**config.mk**
```make
export PLATFORM = sky130hd
export DESIGN_NAME = pipe_stage_reg
export DESIGN_NICKNAME = d
export VERILOG_FILES = /design/src/rtl/pipe_stage_reg.sv
export SDC_FILE = /design/constraint.sdc
export NUM_CORES = 1
export LEC_CHECK = 0
export CAP_MARGIN = 20
export CORE_MARGIN = 1
export CORE_UTILIZATION = 40
export DETAILED_ROUTE_END_ITERATION = 10
export PLACE_DENSITY = 0.66
export SYNTH_ARGS = -nofsm -noshare
export SYNTH_HDL_FRONTEND = slang
export SYNTH_SLANG_ARGS = --single-unit
```
**constraint.sdc**
```tcl
create_clock -name clk -period 14.3 [get_ports clk]
set_clock_uncertainty 0.15 [all_clocks]
set_input_delay 2.86 -clock clk [delete_from_list [all_inputs] [get_ports clk]]
set_output_delay 2.86 -clock clk [all_outputs]
set_load 0.05 [all_outputs]
```
**src/rtl/pipe_stage_reg.sv**
```systemverilog
// pipe_stage_reg: valid/ready pipeline register with a 2-entry skid buffer, flush, NOP fill and a stall counter
module pipe_stage_reg #(
    parameter int OPW = 5,
    parameter int RDW = 7,
    parameter int DW = 32,
    parameter int NDATA = 4,
    parameter logic [OPW-1:0] NOP_OPCODE = '0,
    parameter int CNTW = 16
) (
    input  logic                clk,
    input  logic                rst,
    input  logic                flush,
    input  logic                in_valid,
    output logic                in_ready,
    input  logic [OPW-1:0]      in_opcode,
    input  logic [RDW-1:0]      in_rd,
    input  logic [NDATA*DW-1:0] in_data,
    output logic                out_valid,
    input  logic                out_ready,
    output logic [OPW-1:0]      out_opcode,
    output logic [RDW-1:0]      out_rd,
    output logic [NDATA*DW-1:0] out_data,
    output logic [CNTW-1:0]     stall_cycles
);
    localparam int EW = OPW + RDW + NDATA*DW;
    typedef enum logic [1:0] {EMPTY = 2'b00, BAD = 2'b01, FULL = 2'b10, SKID = 2'b11} state_t;
    state_t state, state_nx;
    logic [EW-1:0] main_q, main_nx, skid_q, skid_nx, in_ent;
    logic [CNTW-1:0] cnt;
    logic main_valid, skid_valid, acc_in, acc_out;
    assign main_valid = state[1];
    assign skid_valid = state[0];
    assign in_ent = {in_opcode, in_rd, in_data};
    assign in_ready = ~skid_valid & ~flush;
    assign acc_in = in_valid & in_ready;
    assign out_valid = main_valid;
    assign acc_out = main_valid & out_ready;
    assign out_opcode = main_valid ? main_q[EW-1 -: OPW] : NOP_OPCODE;
    assign out_rd = main_valid ? main_q[NDATA*DW +: RDW] : '0;
    assign out_data = main_q[NDATA*DW-1:0];
    assign stall_cycles = cnt;
    always_comb begin
        state_nx = state;
        main_nx = main_q;
        skid_nx = skid_q;
        if (flush) begin
            state_nx = EMPTY;
        end else begin
            case (state)
                EMPTY: begin
                    state_nx = acc_in ? FULL : EMPTY;
                    main_nx = acc_in ? in_ent : main_q;
                end
                FULL: begin
                    state_nx = acc_in ? (acc_out ? FULL : SKID) : (acc_out ? EMPTY : FULL);
                    main_nx = (acc_in && acc_out) ? in_ent : main_q;
                    skid_nx = (acc_in && !acc_out) ? in_ent : skid_q;
                end
                SKID: begin
                    state_nx = acc_out ? FULL : SKID;
                    main_nx = acc_out ? skid_q : main_q;
                    skid_nx = acc_out ? '0 : skid_q;
                end
                default: state_nx = EMPTY;
            endcase
        end
    end
    always_ff @(posedge clk or posedge rst) begin
        if (rst) begin
            state <= EMPTY;
            main_q <= '0;
            skid_q <= '0;
            cnt <= '0;
        end else begin
            state <= state_nx;
            main_q <= main_nx;
            skid_q <= skid_nx;
            if (main_valid && !out_ready && cnt != '1)
                cnt <= cnt + 1'b1;
        end
    end
endmodule
```
==> results.py, run 1 <==
metrics = {
    "run_status": {
        "outcome": "complete, no violations",
    },
    "clock_tree": {
        "clk_path_buf_depth": 3,
        "clkLatencyLatePin_ps": 500,
        "cts_tree": "built",
        "cts_setup_buffers": 0,
        "numCtsBuffers": 34,
        "hold_buffers": 0,
        "cts-root-buf": "clkbuf_16",
        "h-tree-depth": 2,
        "tritoncts_num_sinks": 298,
        "cts_resized": 0,
        "clk_pin_slew_ps": 60,
    },
    "timing": {
        "period_share": 0.512,
        "max_freq_mhz": 136,
        "rsz0062_at_grt": "no",
        "setup-violations-final": 0,
        "worst_pin_slew_ps": 979,
        "setup_tns_ps": 0,
        "slew_headroom": 0.347,
        "maxSlewViolCount": 0,
        "hold_viol_final": 0,
        "min_period_ps": 7330,
    },
    "setup_path": {
        "cp_data_arrival_time_ps": 4320,
        "reg2reg_to": "main_q[76]",
        "cp.required_ps": 11290,
        "crit_top_cell": "clkdlybuf4s50_1",
        "r2r-start": "state[1]",
        "rrSetupSlack_ps": 10660,
        "endpoint_kind": "output pin",
        "cp_slowest_stage_delay_ps": 800,
        "ff2ff_path_depth": 5,
        "startpoint_type": "input pin",
        "cp_max_fo": 5,
        "cp_slowest_cell": "clkdlybuf4s50_1",
        "path_cells": "clkdlybuf4s50_1, nor2_1, clkdlybuf4s50_1",
        "critPathKind": "input pin to output pin",
    },
    "synthesis": {
        "syn_inst": 1445,
        "ys_types": 34,
        "synth_edf_count": 0,
        "syn_nets": 1591,
        "async_flop_share": 1.00,
        "ys_top_cells_by_area": "dfrtp_1, nand2_1, buf_4",
        "ys_ff_latch": 298,
        "yosysSeqAreaShare": 0.567,
        "synth_commonest_cells": "nand2_1, dfrtp_1, nor2_1",
        "ys.flop_type": "dfrtp_1",
        "synth_area_um2": 13100,
        "yosys.cell_count.top_type": "nand2_1",
        "synth_top_area_share": 0.567,
        "ys_warn_count": 0,
        "synth_area_leader_cell": "dfrtp_1",
        "syn_area_per_cell_um2": 9.10,
    },
    "power_and_ir_drop": {
        "power_density_nw_per_um2": 160,
        "totalPowerFinal_mw": 2.66,
        "ir_drop_mv": 0.0897,
        "p_leak_nw": 7.16,
    },
    "detailed_routing": {
        "drtIter0Drc": 668,
        "drc": 0,
        "num_vias": 9957,
        "vias_per_cell": 4.88,
        "drt_wl_total_mm": 31.8,
        "wl_per_cell_um": 15.6,
        "firstDrtPassIters": 5,
        "antenna_left": 0,
    },
    "floorplanning": {
        "die_area_um2": 33600,
        "fp-row-count": 66,
        "dieHeight_um": 183,
        "initial_core_util": 0.405,
        "core_area_um2": 32500,
        "ioPinCount": 303,
        "die_w_um": 183,
    },
    "final_layout": {
        "drive_above_1_share": 0.0470,
        "fin_area_um2": 16600,
        "multiInputGateArea_um2": 4210,
        "syn2layout_area_growth_pct": 26.0,
        "fill_cells": 2993,
        "nets": 1715,
        "regArea_um2": 7460,
    },
    "job": {
        "drv_cap": 0,
    },
    "global_route": {
        "grt_pass1_vias": 9821,
        "antenna_found_initial": 4,
        "grt_max_degree": 198,
        "gr-usage-all-layers": 0.189,
        "gr-total-overflow": 0,
        "grt_pass1_wl_mm": 51.3,
    },
    "placement": {
        "routabilityCongestion": 0.775,
        "dpl.hpwl_mm": 19.5,
        "post_dp_cell_area_um2": 15300,
        "io_buffers": 302,
    },
    "worst_hold_path": {
        "hold_class": "flop to flop",
        "worstHoldEndpoint": "skid_q[86]",
        "holdPathStages": 2,
        "holdCritStartpoint": "skid_q[86]",
    },
}
## registers in the layout, indices dropped and copies added (netlist names)
signal and flops:
state 2, stall_cycles 16, skid_q 140, main_q 140
## per-stage QoR
stage,worst slack [ps],instances,util,hold WS (ps)
after global placement,6980,1973,0.473,308
after detailed placement,6970,1973,0.473,314
after CTS,6970,2035,0.509,328
after global routing,6950,2039,0.510,355
after floorplan,3060,1445,-,300
final,6970,2040,0.510,325
## worst max path at each step
stage | from | end | cells after the start
2_1_floorplan | rst | main_q[0] | 1
3_3_place_gp | flush | in_ready | 3
3_5_place_dp | flush | in_ready | 3
4_1_cts | flush | in_ready | 3
5_1_grt | flush | in_ready | 3
6_report | flush | in_ready | 3
## layout by cell type (no fill, tap or decap), types with 3 or more instances in the layout
cell type,synthesis,routed
clkinv_2,0,3
o21ai_0,42,42
a21oi_1,3,3
buf_4,135,10
and2_1,13,13
clkbuf_8,0,11
dfrtp_1,298,298
and3_1,4,4
nand3_1,5,5
clkbuf_16,0,37
clkbuf_1,47,7
nand2_1,430,429
a31oi_1,142,142
xnor2_1,10,10
clkdlybuf4s50_1,0,302
o21ai_1,98,98
diode_2,0,3
nand4_1,5,5
clkinvlp_4,0,3
nor2_1,144,144
inv_1,4,3
and4_1,3,3
## critical path, delay by kind of cell
| kind | cells | cell delay (ps) |
|---|---|---|
| buf+inv | 2 | 1320 |
| simple gates | 1 | 140 |
## where the power goes
| group | internal (mW) | switching (mW) | leakage, nW |
|---|---|---|---|
| Combinational | 0.239 | 0.426 | 3.04 |
| Sequential | 1.01 | 0.0956 | 3.55 |
| Clock | 0.547 | 0.341 | 0.570 |
## logic make-up after synthesis
kind of cell / after synthesis / share of synthesized area
simple gates: 613 / 0.183
flops: 298 / 0.567
compound gates: 290 / 0.125
buf+inv: 230 / 0.115
xor+xnor: 11 / 0.00733
mux: 2 / 0.00171
fa+ha+maj: 1 / 0.000952
## layout make-up
class / instances / share of cell area
flip-flops and latches: 298 / 0.450
multi-input cells: 917 / 0.254
repair buffers: 314 / 0.190
clock buffers: 55 / 0.0666
well taps: 442 / 0.0334
clock inverters: 7 / 0.00408
inverters: 4 / 0.00136
diodes: 3 / 0.000453
## routing by layer
layer  GRT usage  part of all wire
met3      0.0433             0.061
met1       0.247              0.44
met2       0.305              0.46
met4      0.0733             0.034
met5           0           0.00038
(Power assumes the default switching activity.)
==> run 2, diff against run 1 <==
- clock period: 14.3 -> 6.75 ns (I/O delays scaled with it)
==> results.py, run 2 (synthesis gave the netlist of run 1 again) <==
metrics = {
    "run_status": {
        "outcome": "complete, no violations",
    },
    "setup_path": {
        "cp_max_fo": 5,
        "crit_top_cell": "clkdlybuf4s50_1",
        "critPathKind": "input pin to output pin",
        "cp_slowest_cell": "clkdlybuf4s50_1",
        "path_cells": "clkdlybuf4s50_1, nor2_1, clkdlybuf4s50_1",
        "startpoint_type": "input pin",
        "endpoint_kind": "output pin",
        "crit_buf_inv": 2,
        "rrSetupSlack_ps": 3600,
        "critPathTopFamily": "buffers and inverters",
        "cp.required_ps": 5250,
        "cp_data_arrival_time_ps": 2800,
        "cp_slowest_stage_delay_ps": 810,
    },
    "floorplanning": {
        "die_area_um2": 33600,
        "fp-row-count": 66,
        "initial_core_util": 0.405,
        "die_w_um": 183,
        "core_area_um2": 32500,
        "dieHeight_um": 183,
        "ioPinCount": 303,
    },
    "final_layout": {
        "multiInputGateArea_um2": 4210,
        "instances_no_fill": 2031,
        "drive_above_1_share": 0.0447,
        "syn2layout_area_growth_pct": 25.5,
        "final_common_cell": "nand2_1",
        "fin_area_um2": 16500,
        "fill_cells": 3032,
        "fin_util": 0.508,
        "regArea_um2": 7460,
        "nets": 1710,
        "final_cell_mix": "nand2_1, clkdlybuf4s50_1, dfrtp_1",
    },
    "detailed_routing": {
        "drc": 0,
        "num_vias": 9866,
        "antenna_left": 0,
        "drt_wl_total_mm": 31.0,
        "wl_per_cell_um": 15.3,
        "drtIter0Drc": 663,
        "firstDrtPassIters": 5,
        "vias_per_cell": 4.86,
    },
    "clock_tree": {
        "h-tree-depth": 1,
        "numCtsBuffers": 31,
        "cts_setup_buffers": 0,
        "cts_resized": 0,
        "cts-root-buf": "clkbuf_16",
        "clk_pin_slew_ps": 60,
        "tritoncts_num_sinks": 298,
        "clkLatencyLatePin_ps": 550,
        "clk_path_buf_depth": 3,
        "cts_tree": "built",
        "hold_buffers": 0,
    },
    "placement": {
        "place_inst": 1972,
        "io_buffers": 302,
        "dpl.hpwl_mm": 19.3,
        "routabilityCongestion": 0.769,
        "post_dp_cell_area_um2": 15400,
        "post-place-ws_ps": 2440,
    },
    "timing": {
        "setup_tns_ps": 0,
        "min_period_ps": 4300,
        "setup_ws_ps": 2450,
        "setup-violations-final": 0,
        "maxSlewViolCount": 0,
        "hold_viol_final": 0,
        "slew_headroom": 0.403,
        "max_freq_mhz": 233,
        "period_share": 0.636,
        "worst_pin_slew_ps": 896,
        "rsz0062_at_grt": "no",
        "hold_slack_ps": 329,
    },
    "global_route": {
        "antenna_found_initial": 2,
        "grt_max_degree": 155,
        "grt_pass1_vias": 9724,
        "grt_pass1_wl_mm": 50.9,
        "gr-total-overflow": 0,
        "gr-usage-all-layers": 0.186,
    },
    "power_and_ir_drop": {
        "power_density_nw_per_um2": 338,
        "ir_drop_mv": 0.187,
        "p_leak_nw": 7.12,
        "totalPowerFinal_mw": 5.58,
    },
    "worst_hold_path": {
        "hold_class": "flop to flop",
    },
    "job": {
        "drv_cap": 0,
    },
}
run 2: cell count changes in the layout (fill, tap and decap cells not counted), sizes merged:
| cell | delta |
|---|---|
| clkbuf | -16 |
| clkinv | +4 |
| buf | -2 |
| diode | -1 |
| bufinv | +5 |
| clkinvlp | +1 |
run 2: metal layers:
metal	up-vias	share of wire	global-route usage
li1	4882	-	-
met4	2	0.027	0.0537
met5	-	0.00042	0
met3	50	0.065	0.0413
met1	4659	0.44	0.250
met2	273	0.47	0.302
run 2: worst reg2reg max path: cells and delay by family, from the launching register on:
| kind | cells | cell delay [ps] |
|---|---|---|
| compound gates | 1 | 220 |
| simple gates | 2 | 1000 |
| buf+inv | 1 | 880 |
| flops | 1 | 810 |
run 2: layout make-up:
cell class / instances / share of cell area
Clock inverter: 17 / 0.0149
Antenna cell: 2 / 0.000303
Sequential cell: 298 / 0.452
Clock buffer: 39 / 0.0519
Inverter: 4 / 0.00114
Tap cell: 442 / 0.0335
Multi-Input combinational cell: 917 / 0.255
Timing Repair Buffer: 312 / 0.191
run 2: worst paths after layout:
kind	from	end	cells after the start
setup / recovery	flush	in_ready	3
max in group asynchronous	rst	main_q[12]	3
min in group asynchronous	rst	main_q[92]	2
hold / removal	skid_q[61]	skid_q[61]	2
hold reg to reg	skid_q[61]	skid_q[61]	2
setup reg to reg	state[1]	main_q[34]	4
run 2: report_power, final:
group / leakage, nW / internal, mW / switching [mW]
sequential: 3.55 / 2.14 / 0.208
clock: 0.539 / 1.12 / 0.704
combinational: 3.03 / 0.506 / 0.896
total: 7.12 / 3.77 / 1.81
==> run 3, diff against run 2 <==
- clock period: 6.75 -> 4 ns (I/O delays scaled with it)
==> results.py, run 3 (synthesis gave the netlist of run 1 again) <==
metrics = {
    "run_status": {
        "outcome": "complete, no violations",
    },
    "power_and_ir_drop": {
        "power_density_nw_per_um2": 568,
        "p_leak_nw": 7.29,
        "ir_drop_mv": 0.340,
    },
    "floorplanning": {
        "die_w_um": 183,
        "core_area_um2": 32500,
        "dieHeight_um": 183,
        "die_area_um2": 33600,
        "fp-row-count": 66,
        "ioPinCount": 303,
        "initial_core_util": 0.405,
    },
    "final_layout": {
        "n_antenna_cell": 0,
        "nets": 1734,
        "multiInputGateArea_um2": 4210,
        "regArea_um2": 7460,
        "drive_above_1_share": 0.0553,
        "fin_util": 0.517,
        "fin_area_um2": 16800,
        "fill_cells": 2987,
        "syn2layout_area_growth_pct": 27.7,
        "final_common_cell": "nand2_1",
        "final_cell_mix": "nand2_1, clkdlybuf4s50_1, dfrtp_1",
    },
    "detailed_routing": {
        "firstDrtPassIters": 5,
        "drt_wl_total_mm": 32.0,
        "num_vias": 10100,
        "vias_per_cell": 4.93,
        "antenna_left": 0,
        "drtIter0Drc": 766,
        "drc": 0,
        "wl_per_cell_um": 15.6,
    },
    "timing": {
        "slew_headroom": 0.518,
        "rsz0062_at_grt": "no",
        "hold_viol_final": 0,
        "maxSlewViolCount": 0,
        "period_share": 0.833,
        "hold_slack_ps": 327,
        "min_period_ps": 3330,
        "max_freq_mhz": 300,
        "setup_ws_ps": 667,
        "worst_pin_slew_ps": 724,
        "setup-violations-final": 0,
    },
    "placement": {
        "post_dp_cell_area_um2": 15600,
        "io_buffers": 302,
        "routabilityCongestion": 0.800,
        "post-place-ws_ps": 771,
        "dpl.hpwl_mm": 20.4,
    },
    "setup_path": {
        "reg2reg_to": "main_q[127]",
        "crit_end": "out_rd[6]",
        "cp_max_fo": 19,
        "cp_slowest_cell": "clkdlybuf4s50_1",
        "cp.depth": 2,
        "ff2ff_path_depth": 6,
        "cp_data_arrival_time_ps": 2380,
        "r2r-start": "state[1]",
        "critPathTopFamily": "buffers and inverters",
        "cp-startpoint": "state[1]",
        "cp.required_ps": 3050,
        "startpoint_type": "flop",
        "crit_buf_inv": 1,
        "critPathKind": "flop to output pin",
        "path_cells": "and2_1, clkdlybuf4s50_1",
        "cp_slowest_stage_delay_ps": 840,
        "endpoint_kind": "output pin",
        "rrSetupSlack_ps": 1300,
    },
    "global_route": {
        "gr-total-overflow": 0,
        "grt_pass1_wl_mm": 52.4,
        "grt_pass1_vias": 9938,
        "gr-usage-all-layers": 0.193,
        "antenna_found_initial": 1,
        "grt_max_degree": 119,
    },
    "job": {
        "drv_cap": 0,
    },
    "clock_tree": {
        "hold_buffers": 0,
        "cts_tree": "built",
        "clk_pin_slew_ps": 60,
        "h-tree-depth": 2,
        "tritoncts_num_sinks": 298,
        "clkLatencyLatePin_ps": 490,
        "cts_setup_buffers": 0,
        "cts_resized": 0,
        "numCtsBuffers": 35,
        "clk_path_buf_depth": 3,
        "cts-root-buf": "clkbuf_16",
    },
    "worst_hold_path": {
        "hold_class": "flop to flop",
    },
}
-- run 3: changes by cell type in the layout (fill, tap and decap cells not counted) --
cell / change
diode_2: -2
clkbuf_1: +5
clkinvlp_4: -3
buf_4: +11
bufinv_16: -3
clkbuf_8: -1
clkinv_4: +2
inv_6: -1
buf_12: +9
clkbuf_16: +6
clkinv_2: -2
-- run 3: stage by stage --
| step | instances | TNS [ps] | power (mW) |
|---|---|---|---|
| finish | 2052 | 0 | 9.53 |
| global route | 2052 | 0 | 10.0 |
| CTS | 2051 | 0 | 9.64 |
| detailed placement | 1992 | 0 | 6.43 |
| global placement | 1992 | 0 | 6.36 |
| floorplan | 1445 | -270910 | 5.84 |
-- run 3: area by class of cell --
cell class                      count  area share
Clock inverter                     10     0.00790
Tap cell                          442      0.0329
Sequential cell                   298       0.444
Multi-Input combinational cell    917       0.251
Clock buffer                       49      0.0602
Inverter                            4     0.00112
Timing Repair Buffer              332       0.203
-- run 3: how the worst min path moves through the flow --
stage / startpoint / to / slack (ps) / cells after the start
3_5_place_dp: skid_q[62] / skid_q[62] / 320 / 2
4_1_cts: skid_q[62] / skid_q[62] / 330 / 2
2_1_floorplan: skid_q[45] / skid_q[45] / 300 / 2
6_report: skid_q[62] / skid_q[62] / 330 / 2
5_1_grt: skid_q[53] / skid_q[53] / 360 / 2
3_3_place_gp: skid_q[86] / skid_q[86] / 310 / 2
-- run 3: per-layer routing --
layer,vias up,GRT usage,routed length (um)
li1,4933,-,-
met1,4846,0.256,14300
met2,270,0.308,14800
met3,57,0.0485,2110
met4,2,0.0637,810
met5,-,0,13
-- run 3: report_power, final --
group          leakage, nW  switching (mW)  total (mW)  internal, mW
combinational         3.17            1.52        2.40         0.874
sequential            3.55           0.349        3.96          3.61
clock                0.564            1.22        3.17          1.95
total                 7.29            3.09        9.53          6.44
-- run 3: tightest hold or removal path, cell delays in order, from the launching register on --
cell and delay (ps):
dfrtp_1 340, nand2_1 40, o21ai_0 60
